### config.mk
export PLATFORM = sky130hd
export DESIGN_NAME = axil_initiator_port_flat
export DESIGN_NICKNAME = d
export VERILOG_FILES = /design/src/rtl/axil_pkg.sv /design/src/rtl/axil_initiator_port_if.sv /design/src/rtl/axil_chan_driver.sv /design/src/rtl/axil_initiator_port.sv /design/src/flat_wrapper.sv
export SDC_FILE = /design/constraint.sdc
export NUM_CORES = 1
export LEC_CHECK = 0
export ABC_CLOCK_PERIOD_IN_PS = 1700
export CORE_MARGIN = 3
export CORE_UTILIZATION = 30
export DETAILED_ROUTE_END_ITERATION = 8
export HOLD_SLACK_MARGIN = 0.02
export PLACE_DENSITY_LB_ADDON = 0.3
export SYNTH_ARGS = -nofsm -noshare
export SYNTH_HDL_FRONTEND = slang
export SYNTH_SLANG_ARGS = --single-unit
### constraint.sdc
create_clock -name clk -period 1.7 [get_ports clk]
set_input_delay 0.255 -clock clk [delete_from_list [all_inputs] [get_ports clk]]
set_output_delay 0.255 -clock clk [all_outputs]
set_load 0.02 [all_outputs]
### src/rtl/axil_pkg.sv
// Shared definitions for the AXI4-Lite initiator port.
//   state_e     : controller state encodings
//   RESP_*      : AXI response codes
//   PROT_INSN   : prot bit marking an instruction access
//   resp_is_err : AXI response -> single error flag
package axil_pkg;

  typedef enum logic [2:0] {
    ST_IDLE    = 3'd0,
    ST_WR_REQ  = 3'd1,
    ST_WR_RESP = 3'd2,
    ST_RD_REQ  = 3'd3,
    ST_RD_DATA = 3'd4,
    ST_RESP    = 3'd5
  } state_e;

  localparam logic [1:0] RESP_OKAY   = 2'b00;
  localparam logic [1:0] RESP_EXOKAY = 2'b01;
  localparam logic [1:0] RESP_SLVERR = 2'b10;
  localparam logic [1:0] RESP_DECERR = 2'b11;

  localparam int PROT_INSN = 2;

  // SLVERR and DECERR both carry bit 1, so one bit is the whole error story.
  function automatic logic resp_is_err(input logic [1:0] resp);
    return resp[1];
  endfunction

endpackage

### src/rtl/axil_initiator_port_if.sv
// Bundle of the command port, response port and the five AXI4-Lite channels.
//   master : view of the initiator (takes commands, drives AXI requests)
//   slave  : view of everything around it (command source, response sink,
//            AXI memory responder)
interface axil_initiator_port_if #(
  parameter int ADDR_WIDTH = 32,
  parameter int DATA_WIDTH = 32,
  parameter int LAT_WIDTH  = 16
) ();

  logic                      cmd_valid;
  logic                      cmd_ready;
  logic                      cmd_write;
  logic [ADDR_WIDTH-1:0]     cmd_addr;
  logic [DATA_WIDTH-1:0]     cmd_wdata;
  logic [DATA_WIDTH/8-1:0]   cmd_wstrb;
  logic [2:0]                cmd_prot;

  logic                      resp_valid;
  logic                      resp_ready;
  logic [DATA_WIDTH-1:0]     resp_rdata;
  logic                      resp_err;
  logic [LAT_WIDTH-1:0]      resp_latency;

  logic                      axi_awvalid;
  logic                      axi_awready;
  logic [ADDR_WIDTH-1:0]     axi_awaddr;
  logic [2:0]                axi_awprot;

  logic                      axi_wvalid;
  logic                      axi_wready;
  logic [DATA_WIDTH-1:0]     axi_wdata;
  logic [DATA_WIDTH/8-1:0]   axi_wstrb;

  logic                      axi_bvalid;
  logic                      axi_bready;
  logic [1:0]                axi_bresp;

  logic                      axi_arvalid;
  logic                      axi_arready;
  logic [ADDR_WIDTH-1:0]     axi_araddr;
  logic [2:0]                axi_arprot;

  logic                      axi_rvalid;
  logic                      axi_rready;
  logic [DATA_WIDTH-1:0]     axi_rdata;
  logic [1:0]                axi_rresp;

  modport master (
    input  cmd_valid, cmd_write, cmd_addr, cmd_wdata, cmd_wstrb, cmd_prot,
    output cmd_ready,
    output resp_valid, resp_rdata, resp_err, resp_latency,
    input  resp_ready,
    output axi_awvalid, axi_awaddr, axi_awprot,
    input  axi_awready,
    output axi_wvalid, axi_wdata, axi_wstrb,
    input  axi_wready,
    input  axi_bvalid, axi_bresp,
    output axi_bready,
    output axi_arvalid, axi_araddr, axi_arprot,
    input  axi_arready,
    input  axi_rvalid, axi_rdata, axi_rresp,
    output axi_rready
  );

  modport slave (
    output cmd_valid, cmd_write, cmd_addr, cmd_wdata, cmd_wstrb, cmd_prot,
    input  cmd_ready,
    input  resp_valid, resp_rdata, resp_err, resp_latency,
    output resp_ready,
    input  axi_awvalid, axi_awaddr, axi_awprot,
    output axi_awready,
    input  axi_wvalid, axi_wdata, axi_wstrb,
    output axi_wready,
    output axi_bvalid, axi_bresp,
    input  axi_bready,
    input  axi_arvalid, axi_araddr, axi_arprot,
    output axi_arready,
    output axi_rvalid, axi_rdata, axi_rresp,
    input  axi_rready
  );

endinterface

### src/rtl/axil_chan_driver.sv
// Valid-hold register for one AXI request channel (AW, W or AR).
//   i_load    : capture i_payload and raise o_valid on the next cycle
//   i_payload : channel payload (address+prot, or data+strobe)
//   i_ready   : channel ready from the responder
//   o_valid   : held high until the cycle after the handshake
//   o_payload : registered payload, stable for as long as o_valid is high
module axil_chan_driver #(
  parameter int WIDTH = 8
) (
  input  logic             clk,
  input  logic             reset,
  input  logic             i_load,
  input  logic [WIDTH-1:0] i_payload,
  input  logic             i_ready,
  output logic             o_valid,
  output logic [WIDTH-1:0] o_payload
);

  logic             r_valid;
  logic [WIDTH-1:0] r_payload;

  always_ff @(posedge clk) begin
    if (reset) begin
      r_valid   <= 1'b0;
      r_payload <= '0;
    end else if (i_load) begin
      r_valid   <= 1'b1;
      r_payload <= i_payload;
    end else if (r_valid && i_ready) begin
      r_valid   <= 1'b0;
    end
  end

  assign o_valid   = r_valid;
  assign o_payload = r_payload;

endmodule

### src/rtl/axil_initiator_port.sv
// Single-outstanding AXI4-Lite initiator.
// Accepts read/write commands on a valid/ready port, runs each one as a full
// AXI4-Lite transaction and returns data, error flag and latency.
//   clk   : rising-edge clock
//   reset : synchronous, active-high
//   bus   : command, response and AXI4-Lite channels (master view)
//
// state      | meaning
// -----------+----------------------------------------------------------
// ST_IDLE    | cmd_ready high, waiting for a command
// ST_WR_REQ  | AW and W offered, each dropping after its own handshake
// ST_WR_RESP | bready high, waiting for the write response
// ST_RD_REQ  | AR offered, waiting for arready
// ST_RD_DATA | rready high, waiting for read data
// ST_RESP    | response presented, held until resp_ready
module axil_initiator_port
  import axil_pkg::*;
#(
  parameter int ADDR_WIDTH = 32,
  parameter int DATA_WIDTH = 32,
  parameter int LAT_WIDTH  = 16
) (
  input  logic                 clk,
  input  logic                 reset,
  axil_initiator_port_if.master bus
);

  localparam int STRB_WIDTH = DATA_WIDTH / 8;
  localparam int AX_WIDTH   = ADDR_WIDTH + 3;
  localparam int W_WIDTH    = DATA_WIDTH + STRB_WIDTH;

  state_e                r_state;
  state_e                w_state_nxt;
  logic [DATA_WIDTH-1:0] r_rdata;
  logic                  r_err;
  logic [LAT_WIDTH-1:0]  r_lat;

  logic                  w_cmd_fire;
  logic                  w_busy;
  logic                  w_bready;
  logic                  w_rready;
  logic                  w_resp_valid;
  logic                  w_aw_done;
  logic                  w_w_done;

  logic                  w_awvalid;
  logic                  w_wvalid;
  logic                  w_arvalid;
  logic [AX_WIDTH-1:0]   w_aw_payload;
  logic [W_WIDTH-1:0]    w_w_payload;
  logic [AX_WIDTH-1:0]   w_ar_payload;

  assign bus.cmd_ready = (r_state == ST_IDLE);
  assign w_cmd_fire    = bus.cmd_valid && bus.cmd_ready;

  axil_chan_driver #(.WIDTH(AX_WIDTH)) u_aw (
    .clk       (clk),
    .reset     (reset),
    .i_load    (w_cmd_fire && bus.cmd_write),
    .i_payload ({bus.cmd_prot, bus.cmd_addr}),
    .i_ready   (bus.axi_awready),
    .o_valid   (w_awvalid),
    .o_payload (w_aw_payload)
  );

  axil_chan_driver #(.WIDTH(W_WIDTH)) u_w (
    .clk       (clk),
    .reset     (reset),
    .i_load    (w_cmd_fire && bus.cmd_write),
    .i_payload ({bus.cmd_wstrb, bus.cmd_wdata}),
    .i_ready   (bus.axi_wready),
    .o_valid   (w_wvalid),
    .o_payload (w_w_payload)
  );

  axil_chan_driver #(.WIDTH(AX_WIDTH)) u_ar (
    .clk       (clk),
    .reset     (reset),
    .i_load    (w_cmd_fire && !bus.cmd_write),
    .i_payload ({bus.cmd_prot, bus.cmd_addr}),
    .i_ready   (bus.axi_arready),
    .o_valid   (w_arvalid),
    .o_payload (w_ar_payload)
  );

  assign bus.axi_awvalid = w_awvalid;
  assign bus.axi_awaddr  = w_aw_payload[ADDR_WIDTH-1:0];
  assign bus.axi_awprot  = w_aw_payload[AX_WIDTH-1:ADDR_WIDTH];
  assign bus.axi_wvalid  = w_wvalid;
  assign bus.axi_wdata   = w_w_payload[DATA_WIDTH-1:0];
  assign bus.axi_wstrb   = w_w_payload[W_WIDTH-1:DATA_WIDTH];
  assign bus.axi_arvalid = w_arvalid;
  assign bus.axi_araddr  = w_ar_payload[ADDR_WIDTH-1:0];
  assign bus.axi_arprot  = w_ar_payload[AX_WIDTH-1:ADDR_WIDTH];

  // Both valids are loaded on acceptance, so inside WR_REQ a low valid means
  // that channel has already handshaken; a high valid with ready completes now.
  assign w_aw_done = !w_awvalid || bus.axi_awready;
  assign w_w_done  = !w_wvalid  || bus.axi_wready;

  assign w_busy = (r_state == ST_WR_REQ)  || (r_state == ST_WR_RESP) ||
                  (r_state == ST_RD_REQ)  || (r_state == ST_RD_DATA);

  always_comb begin
    w_state_nxt  = r_state;
    w_bready     = 1'b0;
    w_rready     = 1'b0;
    w_resp_valid = 1'b0;
    case (r_state)
      ST_IDLE: begin
        if (w_cmd_fire) w_state_nxt = bus.cmd_write ? ST_WR_REQ : ST_RD_REQ;
      end
      ST_WR_REQ: begin
        // bready is already high here, but B is only sampled in WR_RESP.
        w_bready = 1'b1;
        if (w_aw_done && w_w_done) w_state_nxt = ST_WR_RESP;
      end
      ST_WR_RESP: begin
        w_bready = 1'b1;
        if (bus.axi_bvalid) w_state_nxt = ST_RESP;
      end
      ST_RD_REQ: begin
        if (bus.axi_arready) w_state_nxt = ST_RD_DATA;
      end
      ST_RD_DATA: begin
        w_rready = 1'b1;
        if (bus.axi_rvalid) w_state_nxt = ST_RESP;
      end
      ST_RESP: begin
        w_resp_valid = 1'b1;
        if (bus.resp_ready) w_state_nxt = ST_IDLE;
      end
      default: w_state_nxt = ST_IDLE;
    endcase
  end

  always_ff @(posedge clk) begin
    if (reset) begin
      r_state <= ST_IDLE;
      r_rdata <= '0;
      r_err   <= 1'b0;
      r_lat   <= '0;
    end else begin
      r_state <= w_state_nxt;

      // The acceptance cycle counts as cycle 1; the final handshake cycle is
      // included, so a zero-wait write or read reports 3.
      if (w_cmd_fire) begin
        r_lat <= LAT_WIDTH'(1);
      end else if (w_busy && (r_lat != '1)) begin
        r_lat <= r_lat + LAT_WIDTH'(1);
      end

      if ((r_state == ST_WR_RESP) && bus.axi_bvalid) begin
        r_rdata <= '0;
        r_err   <= resp_is_err(bus.axi_bresp);
      end
      if ((r_state == ST_RD_DATA) && bus.axi_rvalid) begin
        r_rdata <= bus.axi_rdata;
        r_err   <= resp_is_err(bus.axi_rresp);
      end
    end
  end

  assign bus.axi_bready   = w_bready;
  assign bus.axi_rready   = w_rready;
  assign bus.resp_valid   = w_resp_valid;
  assign bus.resp_rdata   = r_rdata;
  assign bus.resp_err     = r_err;
  assign bus.resp_latency = r_lat;

endmodule

### src/flat_wrapper.sv
// flat-port wrapper written by rule: the top's interface ports become plain ports
module axil_initiator_port_flat import axil_pkg::*;
#(
  parameter int ADDR_WIDTH = 32,
  parameter int DATA_WIDTH = 32,
  parameter int LAT_WIDTH  = 16
)
  (clk, reset, bus_cmd_valid, bus_cmd_write, bus_cmd_addr, bus_cmd_wdata, bus_cmd_wstrb, bus_cmd_prot, bus_cmd_ready, bus_resp_valid, bus_resp_rdata, bus_resp_err, bus_resp_latency, bus_resp_ready, bus_axi_awvalid, bus_axi_awaddr, bus_axi_awprot, bus_axi_awready, bus_axi_wvalid, bus_axi_wdata, bus_axi_wstrb, bus_axi_wready, bus_axi_bvalid, bus_axi_bresp, bus_axi_bready, bus_axi_arvalid, bus_axi_araddr, bus_axi_arprot, bus_axi_arready, bus_axi_rvalid, bus_axi_rdata, bus_axi_rresp, bus_axi_rready);
  axil_initiator_port_if #(.ADDR_WIDTH(ADDR_WIDTH), .DATA_WIDTH(DATA_WIDTH), .LAT_WIDTH(LAT_WIDTH)) bus_i ();
  input  logic clk;
  input  logic reset;
  input wire logic [$bits(bus_i.cmd_valid)-1:0] bus_cmd_valid;
  input wire logic [$bits(bus_i.cmd_write)-1:0] bus_cmd_write;
  input wire logic [$bits(bus_i.cmd_addr)-1:0] bus_cmd_addr;
  input wire logic [$bits(bus_i.cmd_wdata)-1:0] bus_cmd_wdata;
  input wire logic [$bits(bus_i.cmd_wstrb)-1:0] bus_cmd_wstrb;
  input wire logic [$bits(bus_i.cmd_prot)-1:0] bus_cmd_prot;
  output wire logic [$bits(bus_i.cmd_ready)-1:0] bus_cmd_ready;
  output wire logic [$bits(bus_i.resp_valid)-1:0] bus_resp_valid;
  output wire logic [$bits(bus_i.resp_rdata)-1:0] bus_resp_rdata;
  output wire logic [$bits(bus_i.resp_err)-1:0] bus_resp_err;
  output wire logic [$bits(bus_i.resp_latency)-1:0] bus_resp_latency;
  input wire logic [$bits(bus_i.resp_ready)-1:0] bus_resp_ready;
  output wire logic [$bits(bus_i.axi_awvalid)-1:0] bus_axi_awvalid;
  output wire logic [$bits(bus_i.axi_awaddr)-1:0] bus_axi_awaddr;
  output wire logic [$bits(bus_i.axi_awprot)-1:0] bus_axi_awprot;
  input wire logic [$bits(bus_i.axi_awready)-1:0] bus_axi_awready;
  output wire logic [$bits(bus_i.axi_wvalid)-1:0] bus_axi_wvalid;
  output wire logic [$bits(bus_i.axi_wdata)-1:0] bus_axi_wdata;
  output wire logic [$bits(bus_i.axi_wstrb)-1:0] bus_axi_wstrb;
  input wire logic [$bits(bus_i.axi_wready)-1:0] bus_axi_wready;
  input wire logic [$bits(bus_i.axi_bvalid)-1:0] bus_axi_bvalid;
  input wire logic [$bits(bus_i.axi_bresp)-1:0] bus_axi_bresp;
  output wire logic [$bits(bus_i.axi_bready)-1:0] bus_axi_bready;
  output wire logic [$bits(bus_i.axi_arvalid)-1:0] bus_axi_arvalid;
  output wire logic [$bits(bus_i.axi_araddr)-1:0] bus_axi_araddr;
  output wire logic [$bits(bus_i.axi_arprot)-1:0] bus_axi_arprot;
  input wire logic [$bits(bus_i.axi_arready)-1:0] bus_axi_arready;
  input wire logic [$bits(bus_i.axi_rvalid)-1:0] bus_axi_rvalid;
  input wire logic [$bits(bus_i.axi_rdata)-1:0] bus_axi_rdata;
  input wire logic [$bits(bus_i.axi_rresp)-1:0] bus_axi_rresp;
  output wire logic [$bits(bus_i.axi_rready)-1:0] bus_axi_rready;
  assign bus_i.cmd_valid = bus_cmd_valid;
  assign bus_i.cmd_write = bus_cmd_write;
  assign bus_i.cmd_addr = bus_cmd_addr;
  assign bus_i.cmd_wdata = bus_cmd_wdata;
  assign bus_i.cmd_wstrb = bus_cmd_wstrb;
  assign bus_i.cmd_prot = bus_cmd_prot;
  assign bus_cmd_ready = bus_i.cmd_ready;
  assign bus_resp_valid = bus_i.resp_valid;
  assign bus_resp_rdata = bus_i.resp_rdata;
  assign bus_resp_err = bus_i.resp_err;
  assign bus_resp_latency = bus_i.resp_latency;
  assign bus_i.resp_ready = bus_resp_ready;
  assign bus_axi_awvalid = bus_i.axi_awvalid;
  assign bus_axi_awaddr = bus_i.axi_awaddr;
  assign bus_axi_awprot = bus_i.axi_awprot;
  assign bus_i.axi_awready = bus_axi_awready;
  assign bus_axi_wvalid = bus_i.axi_wvalid;
  assign bus_axi_wdata = bus_i.axi_wdata;
  assign bus_axi_wstrb = bus_i.axi_wstrb;
  assign bus_i.axi_wready = bus_axi_wready;
  assign bus_i.axi_bvalid = bus_axi_bvalid;
  assign bus_i.axi_bresp = bus_axi_bresp;
  assign bus_axi_bready = bus_i.axi_bready;
  assign bus_axi_arvalid = bus_i.axi_arvalid;
  assign bus_axi_araddr = bus_i.axi_araddr;
  assign bus_axi_arprot = bus_i.axi_arprot;
  assign bus_i.axi_arready = bus_axi_arready;
  assign bus_i.axi_rvalid = bus_axi_rvalid;
  assign bus_i.axi_rdata = bus_axi_rdata;
  assign bus_i.axi_rresp = bus_axi_rresp;
  assign bus_axi_rready = bus_i.axi_rready;
  axil_initiator_port #(.ADDR_WIDTH(ADDR_WIDTH), .DATA_WIDTH(DATA_WIDTH), .LAT_WIDTH(LAT_WIDTH)) u_core (.clk(clk), .reset(reset), .bus(bus_i));
endmodule
After elaboration in Yosys (flattened, before gate mapping). Cells that the tools add are included.

Register bits after elaboration: 161. Logic and storage cells: 74. Input port bits: 117. Output and inout port bits: 162.

Mux-type cells: 23. Reductions and logical operators: 27. $add $sub $neg: 1. Equality and inequality tests: 12.

Operators with widths (count): 32-bit two-way mux (2); 3-bit two-way mux (6); 3-bit case mux with 6 select lines (1); 16-bit by 1-bit adder with 16-bit output (second input constant) (1); 16-bit != test (second input constant) (1); 1-bit two-way mux (13); 2-bit != test (second input constant) (6); 1-bit logical AND (10); 2-bit nonzero test (5); 3-bit by 2-bit == test with 1-bit output (second input constant) (2); 3-bit == test (second input constant) (2); 6-bit AND reduction (1); 1-bit logical OR (5); 2-bit OR reduction (2); 3-bit by 1-bit == test with 1-bit output (second input constant) (1); 1-bit logical NOT (3); 3-bit logical NOT (1); 2-bit two-way mux (1).

Depth between registers and ports, before layout.
Depth in word-level cells: 7. Depth in mapped cells: 7. Mapped depth without buffers: 5.

By module. A second synthesis with hierarchy kept.

Cells, all modules: 607. Area, all modules: 6232.2 sq um.

Modules (own cells, without submodules): axil_chan_driver at u_core.u_ar ... (times used 2, sequential area each 720.7 sq um, area each 1306.3 sq um, cells an instance 117); axil_initiator_port (times used 1, sequential area each 1041.0 sq um, area each 2278.4 sq um, cells an instance 253); axil_chan_driver at u_core.u_w (times used 1, sequential area each 740.7 sq um, area each 1341.3 sq um, cells an instance 120).

Worst setup path before layout. No wires, ideal clock.

Path kind: register to register. From: register u_core.r_state[2]. To: register u_core.r_rdata[22], in the netlist u_core.bus.resp_rdata[22]. Path slack: -0.349 ns. Setup time: 0.132 ns. Stages on the path, launching flop included: 7. Buffers on the path: 2. Clock period less this slack: 2.049 ns. Data arrival time: 1.917 ns. Data required time: 1.568 ns. Cell sequence: dfxtp_1 -> clkbuf_1 -> nor3b_1 -> nand2_1 -> clkbuf_1 -> nand3_1 -> a21oi_1.

Cells in the longest elaborated chain, start to end: 3. Elaborated cells on any way between the ends: 6. Classes of those cells: eq/ne: 2; mux: 1; reduce/logical: 3.

Ends and longest elaborated chain: start, declared (RTL line axil_initiator_port.sv:32) `state_e r_state;`; start signal, assigned (RTL line axil_initiator_port.sv:144) `r_state <= w_state_nxt;`; 3-bit == test or 3-bit by 2-bit == test with 1-bit output (tied branches) (RTL line axil_initiator_port.sv:158, axil_initiator_port.sv:154); 1-bit logical AND (on tied branches) (RTL line axil_initiator_port.sv:158, axil_initiator_port.sv:154); 32-bit two-way mux or 2-bit nonzero test (tied branches); end signal, assigned (RTL line axil_initiator_port.sv:159) `r_rdata <= bus.axi_rdata;`; end, declared (RTL line axil_initiator_port.sv:34) `logic [DATA_WIDTH-1:0] r_rdata;`.

Parallel ways exist; a longest one is shown, timed or not. A chain may end at the register's enable or synchronous reset.

Worst setup path in the final report.
From: register u_core.r_lat[4], in the netlist u_core.bus.resp_latency[4]. To: register u_core.r_lat[13], in the netlist u_core.bus.resp_latency[13].

Cells in the longest elaborated chain, start to end: 2. Elaborated cells on any way between the ends: 3. Classes of those cells: add/sub: 1; eq/ne: 1; reduce/logical: 1.

Ends and longest elaborated chain: start, declared (RTL line axil_initiator_port.sv:36) `logic [LAT_WIDTH-1:0] r_lat;`; start signal, assigned (RTL line axil_initiator_port.sv:151) `r_lat <= r_lat + LAT_WIDTH'(1);`; parallel branches: the longest is 2 deep, another holds 16-bit by 1-bit adder with 16-bit output.

Several ways; the timed one is not identified.

==> Implementation_results.wiki <==
{| class="wikitable"
! Metric !! Value
|-
| Most common library cell in the layout ignoring fill and taps || sky130_fd_sc_hd__nand2_1
|-
| Number of nets in the synthesized netlist || 891
|-
| Count of final setup violators || 2
|-
| End of the worst register-to-register path || u_core.bus.resp_latency[13]$_SDFFE_PP0P_
|-
| Dominant synthesized flop cell || sky130_fd_sc_hd__dfxtp_1
|-
| Post-synthesis sequential element count || 161
|-
| Leakage || 4.12 nW
|-
| CTS tree || done
|-
| Post-detail-place hpwl || 14.0 mm
|-
| Worst hold-check path type || in2reg
|-
| Count of distinct cell types in the synthesized netlist || 42
|-
| Final Critical Period || 1.71 ns
|-
| Number of clock buffers inserted by TritonCTS || 17
|-
| Pin count of the biggest net entering global routing || 59
|-
| Number of flops mapped to enable cells by yosys || 0
|-
| Highest clock rate || 585 MHz
|-
| Initial antenna violation count || 1
|-
| Worst max-slew margin expressed relative to the limit || 49.7%
|-
| Synth async-reset ratio || 0%
|-
| Power density over the cells || 1220 mW/mm2
|-
| Wire length of the first global-routing pass || 31.8 mm
|-
| Antenna Nets Post-Route || 0
|-
| Max Transition Viols Final || 0
|-
| Library cell used as clock root buffer || sky130_fd_sc_hd__clkbuf_16
|-
| Die Area || 0.0222 mm2
|-
| Iteration count of the initial detailed-routing pass || 4
|-
| Layout-stage area growth over the synthesis result || 75.8%
|-
| Capturing element of the worst setup path || u_core.bus.resp_latency[13]$_SDFFE_PP0P_
|-
| Count of pins on the block boundary || 279
|-
| Initial Utilization || 31.0%
|-
| Post-placement setup slack || -0.213 ns
|-
| Total global routing track utilization || 17.9%
|-
| Post-DR wirelength/cell || 16.1 um
|-
| Outcome || complete, but fails checks
|-
| Count of buffers inserted at the top-level ports || 276
|-
| Die outline height || 149 um
|-
| MaxCap Viol Count || 0
|-
| Period utilisation layout || 101%
|-
| Violated checks || negative setup slack
|-
| Arrival time at the worst endpoint || 2.06 ns
|-
| Core footprint || 0.0198 mm2
|-
| Path type of the worst setup path || reg2reg
|-
| Commonest non-fill, non-tap cells in the layout || 244 x sky130_fd_sc_hd__nand2_1, 242 x sky130_fd_sc_hd__clkdlybuf4s50_1, 147 x sky130_fd_sc_hd__dfxtp_1
|-
| DR iter-0 viols || 303
|-
| Average cell area after synthesis || 7.94 um2
|-
| CTS Sinks || 161
|-
| R2r setup slk || -0.01 ns
|-
| Clock Pin Slew Worst Setup and Hold Paths || 0.07 ns
|-
| Start of the worst register-to-register path || u_core.bus.resp_latency[4]$_SDFFE_PP0P_
|-
| Synthesized instance count || 773
|-
| Worst path required time || 2.05 ns
|-
| Worst reg2reg path depth || 4
|-
| Setup TNS Final || -0.0200 ns
|-
| Max Buffers Root-to-Sink || 2
|-
| Share of post-route cells with drive strength above 1 || 18.6%
|-
| Post-detailed-routing wire length || 21.9 mm
|-
| Last weighted congestion value of the routability-driven placer || 0.791
|-
| Element type at the critical path start || register
|-
| Number of vias in the routed layout || 6464
|-
| Measured slew at the worst slew-check pin || 0.755 ns
|-
| Proportion of synthesized chip area in sequential cells || 52.5%
|-
| Overflow left after global routing || 0
|-
| Final nets || 1197
|-
| Unrepaired setup endpoints after global routing || true
|-
| Final worst slack || -0.0108 ns
|-
| Via count of the first global-routing pass || 6015
|-
| Horizontal die dimension || 149 um
|-
| Setup crit start || u_core.bus.resp_latency[4]$_SDFFE_PP0P_
|-
| H-tree depth || 4
|-
| Number of hold violations in the final report || 0
|-
| Residual DRC count || 0
|-
| Crit path max fanout || 5
|-
| Number of vias per cell || 4.76
|-
| Max IR drop VDD || 686 uV
|-
| Synth Cell Area || 0.00614 mm2
|-
| Num rows || 51
|-
| Crit path capture type || register
|-
| Clk_skew || 0.0107 ns
|-
| Latest clock arrival within the worst-skew pair || 0.42 ns
|-
| Number of synthesis warnings || 0
|}
registers in the layout (all words and copies together), names as in the netlist:
name,count
u_core.bus.resp_err,1
u_core.bus.resp_latency,16
u_core.bus.resp_rdata,32
u_core.r_state,3
u_core.u_ar.o_payload,35
u_core.u_ar.o_valid,1
u_core.u_aw.o_payload,35
u_core.u_aw.o_valid,1
u_core.u_w.o_payload,36
u_core.u_w.o_valid,1
routing by layer:
layer / wire, um / share of wire [%] / global-route usage (%) / vias to the layer above
met4: 313 / 1.4 / 4.39 / 0
met2: 10500 / 48 / 29.6 / 226
met3: 2140 / 9.8 / 8.20 / 22
li1: - / - / - / 3206
met5: 0 / 0 / 0 / -
met1: 8890 / 41 / 21.1 / 3010
where the power goes:
group          switching (mW)  leakage [nW]  internal, mW
logic                    2.54          2.52          2.33
clock network            1.59         0.280          2.21
registers               0.245          1.32          4.23
synth_stat cells (3+ instances only):
cell type,n,area share (%)
sky130_fd_sc_hd__nor2b_1,4,0.41
sky130_fd_sc_hd__o21ai_0,3,0.24
sky130_fd_sc_hd__clkbuf_1,42,2.6
sky130_fd_sc_hd__a211oi_1,7,0.86
sky130_fd_sc_hd__mux2i_1,12,2.0
sky130_fd_sc_hd__nor3b_1,3,0.37
sky130_fd_sc_hd__a21oi_1,145,12
sky130_fd_sc_hd__nor4_1,6,0.61
sky130_fd_sc_hd__nand3_1,37,3.0
sky130_fd_sc_hd__and2_1,3,0.31
sky130_fd_sc_hd__nor2_1,14,0.86
sky130_fd_sc_hd__nand2_1,267,16
sky130_fd_sc_hd__inv_1,6,0.37
sky130_fd_sc_hd__or3_1,10,1.0
sky130_fd_sc_hd__dfxtp_1,161,52
sky130_fd_sc_hd__buf_2,15,1.2
stage by stage:
step	power, mW	std cells	cell area [um2]	hold WS (ns)	util [%]
floorplan	6.59	773	6190	0.391	-
global placement	8.55	1302	9480	0.440	47.9
detailed placement	8.59	1302	9480	0.445	47.9
CTS	12.5	1337	10100	0.125	51.0
global route	13.8	1358	10800	0.161	54.6
finish	13.1	1358	10800	0.161	54.6
critical path: stages (launching register included):
cell                      delay, ns
sky130_fd_sc_hd__dfxtp_4       0.37
sky130_fd_sc_hd__nand3_4       0.06
sky130_fd_sc_hd__or4_4         0.54
sky130_fd_sc_hd__or4_1         0.52
sky130_fd_sc_hd__a21oi_1       0.15
how the worst min path moves through the flow:
| stage | end | from | depth (start not counted) | slack (ns) |
|---|---|---|---|---|
| 4_1_cts | u_core.r_state[2]$_SDFFE_PP0P_ | reset | 2 | 0.12 |
| 3_3_place_gp | u_core.u_aw.o_payload[34]$_SDFFE_PP0P_ | u_core.u_aw.o_payload[34]$_SDFFE_PP0P_ | 2 | 0.44 |
| 6_report | u_core.r_state[2]$_SDFFE_PP0P_ | reset | 2 | 0.16 |
| 3_5_place_dp | u_core.u_w.o_payload[31]$_SDFFE_PP0P_ | u_core.u_w.o_payload[31]$_SDFFE_PP0P_ | 2 | 0.45 |
| 2_1_floorplan | u_core.u_ar.o_payload[0]$_SDFFE_PP0P_ | bus_cmd_addr[0] | 2 | 0.39 |
| 5_1_grt | u_core.u_aw.o_valid$_SDFFE_PP0P_ | reset | 2 | 0.16 |
layout make-up:
type / instances / area [um2]
Sequential cell: 161 / 3270
Clock buffer: 23 / 489
Inverter: 6 / 22.5
Fill cell: 1836 / 8990
Multi-Input combinational cell: 549 / 3020
Antenna cell: 1 / 2.50
Tap cell: 265 / 332
Clock inverter: 9 / 95.1
Timing Repair Buffer: 344 / 3550
what timing repair did:
action | in CTS | in global routing
endpoints found under the setup margin | 42 | 123
endpoints found under the hold margin | 0 | 0
setup buffers | 3 | 9
hold buffers | 0 | 0
gates resized for setup | 47 | 110
pin swaps | 0 | 40
cloned | 0 | 11
kinds of logic (layout without fill, tap and decap cells):
group,Yosys count,after routing,synth area share (%)
and+or+nand+nor,367,367,26.4
AOI/OAI and AO/OA,168,168,14.6
DFF,161,161,52.5
buffers and inverters,63,382,4.16
muxes,12,12,1.96
adders and majority gates,1,1,0.204
xor gates and xnor gates,1,1,0.143
other,0,1,0
No activity file was read; power rests on OpenSTA's default activity.
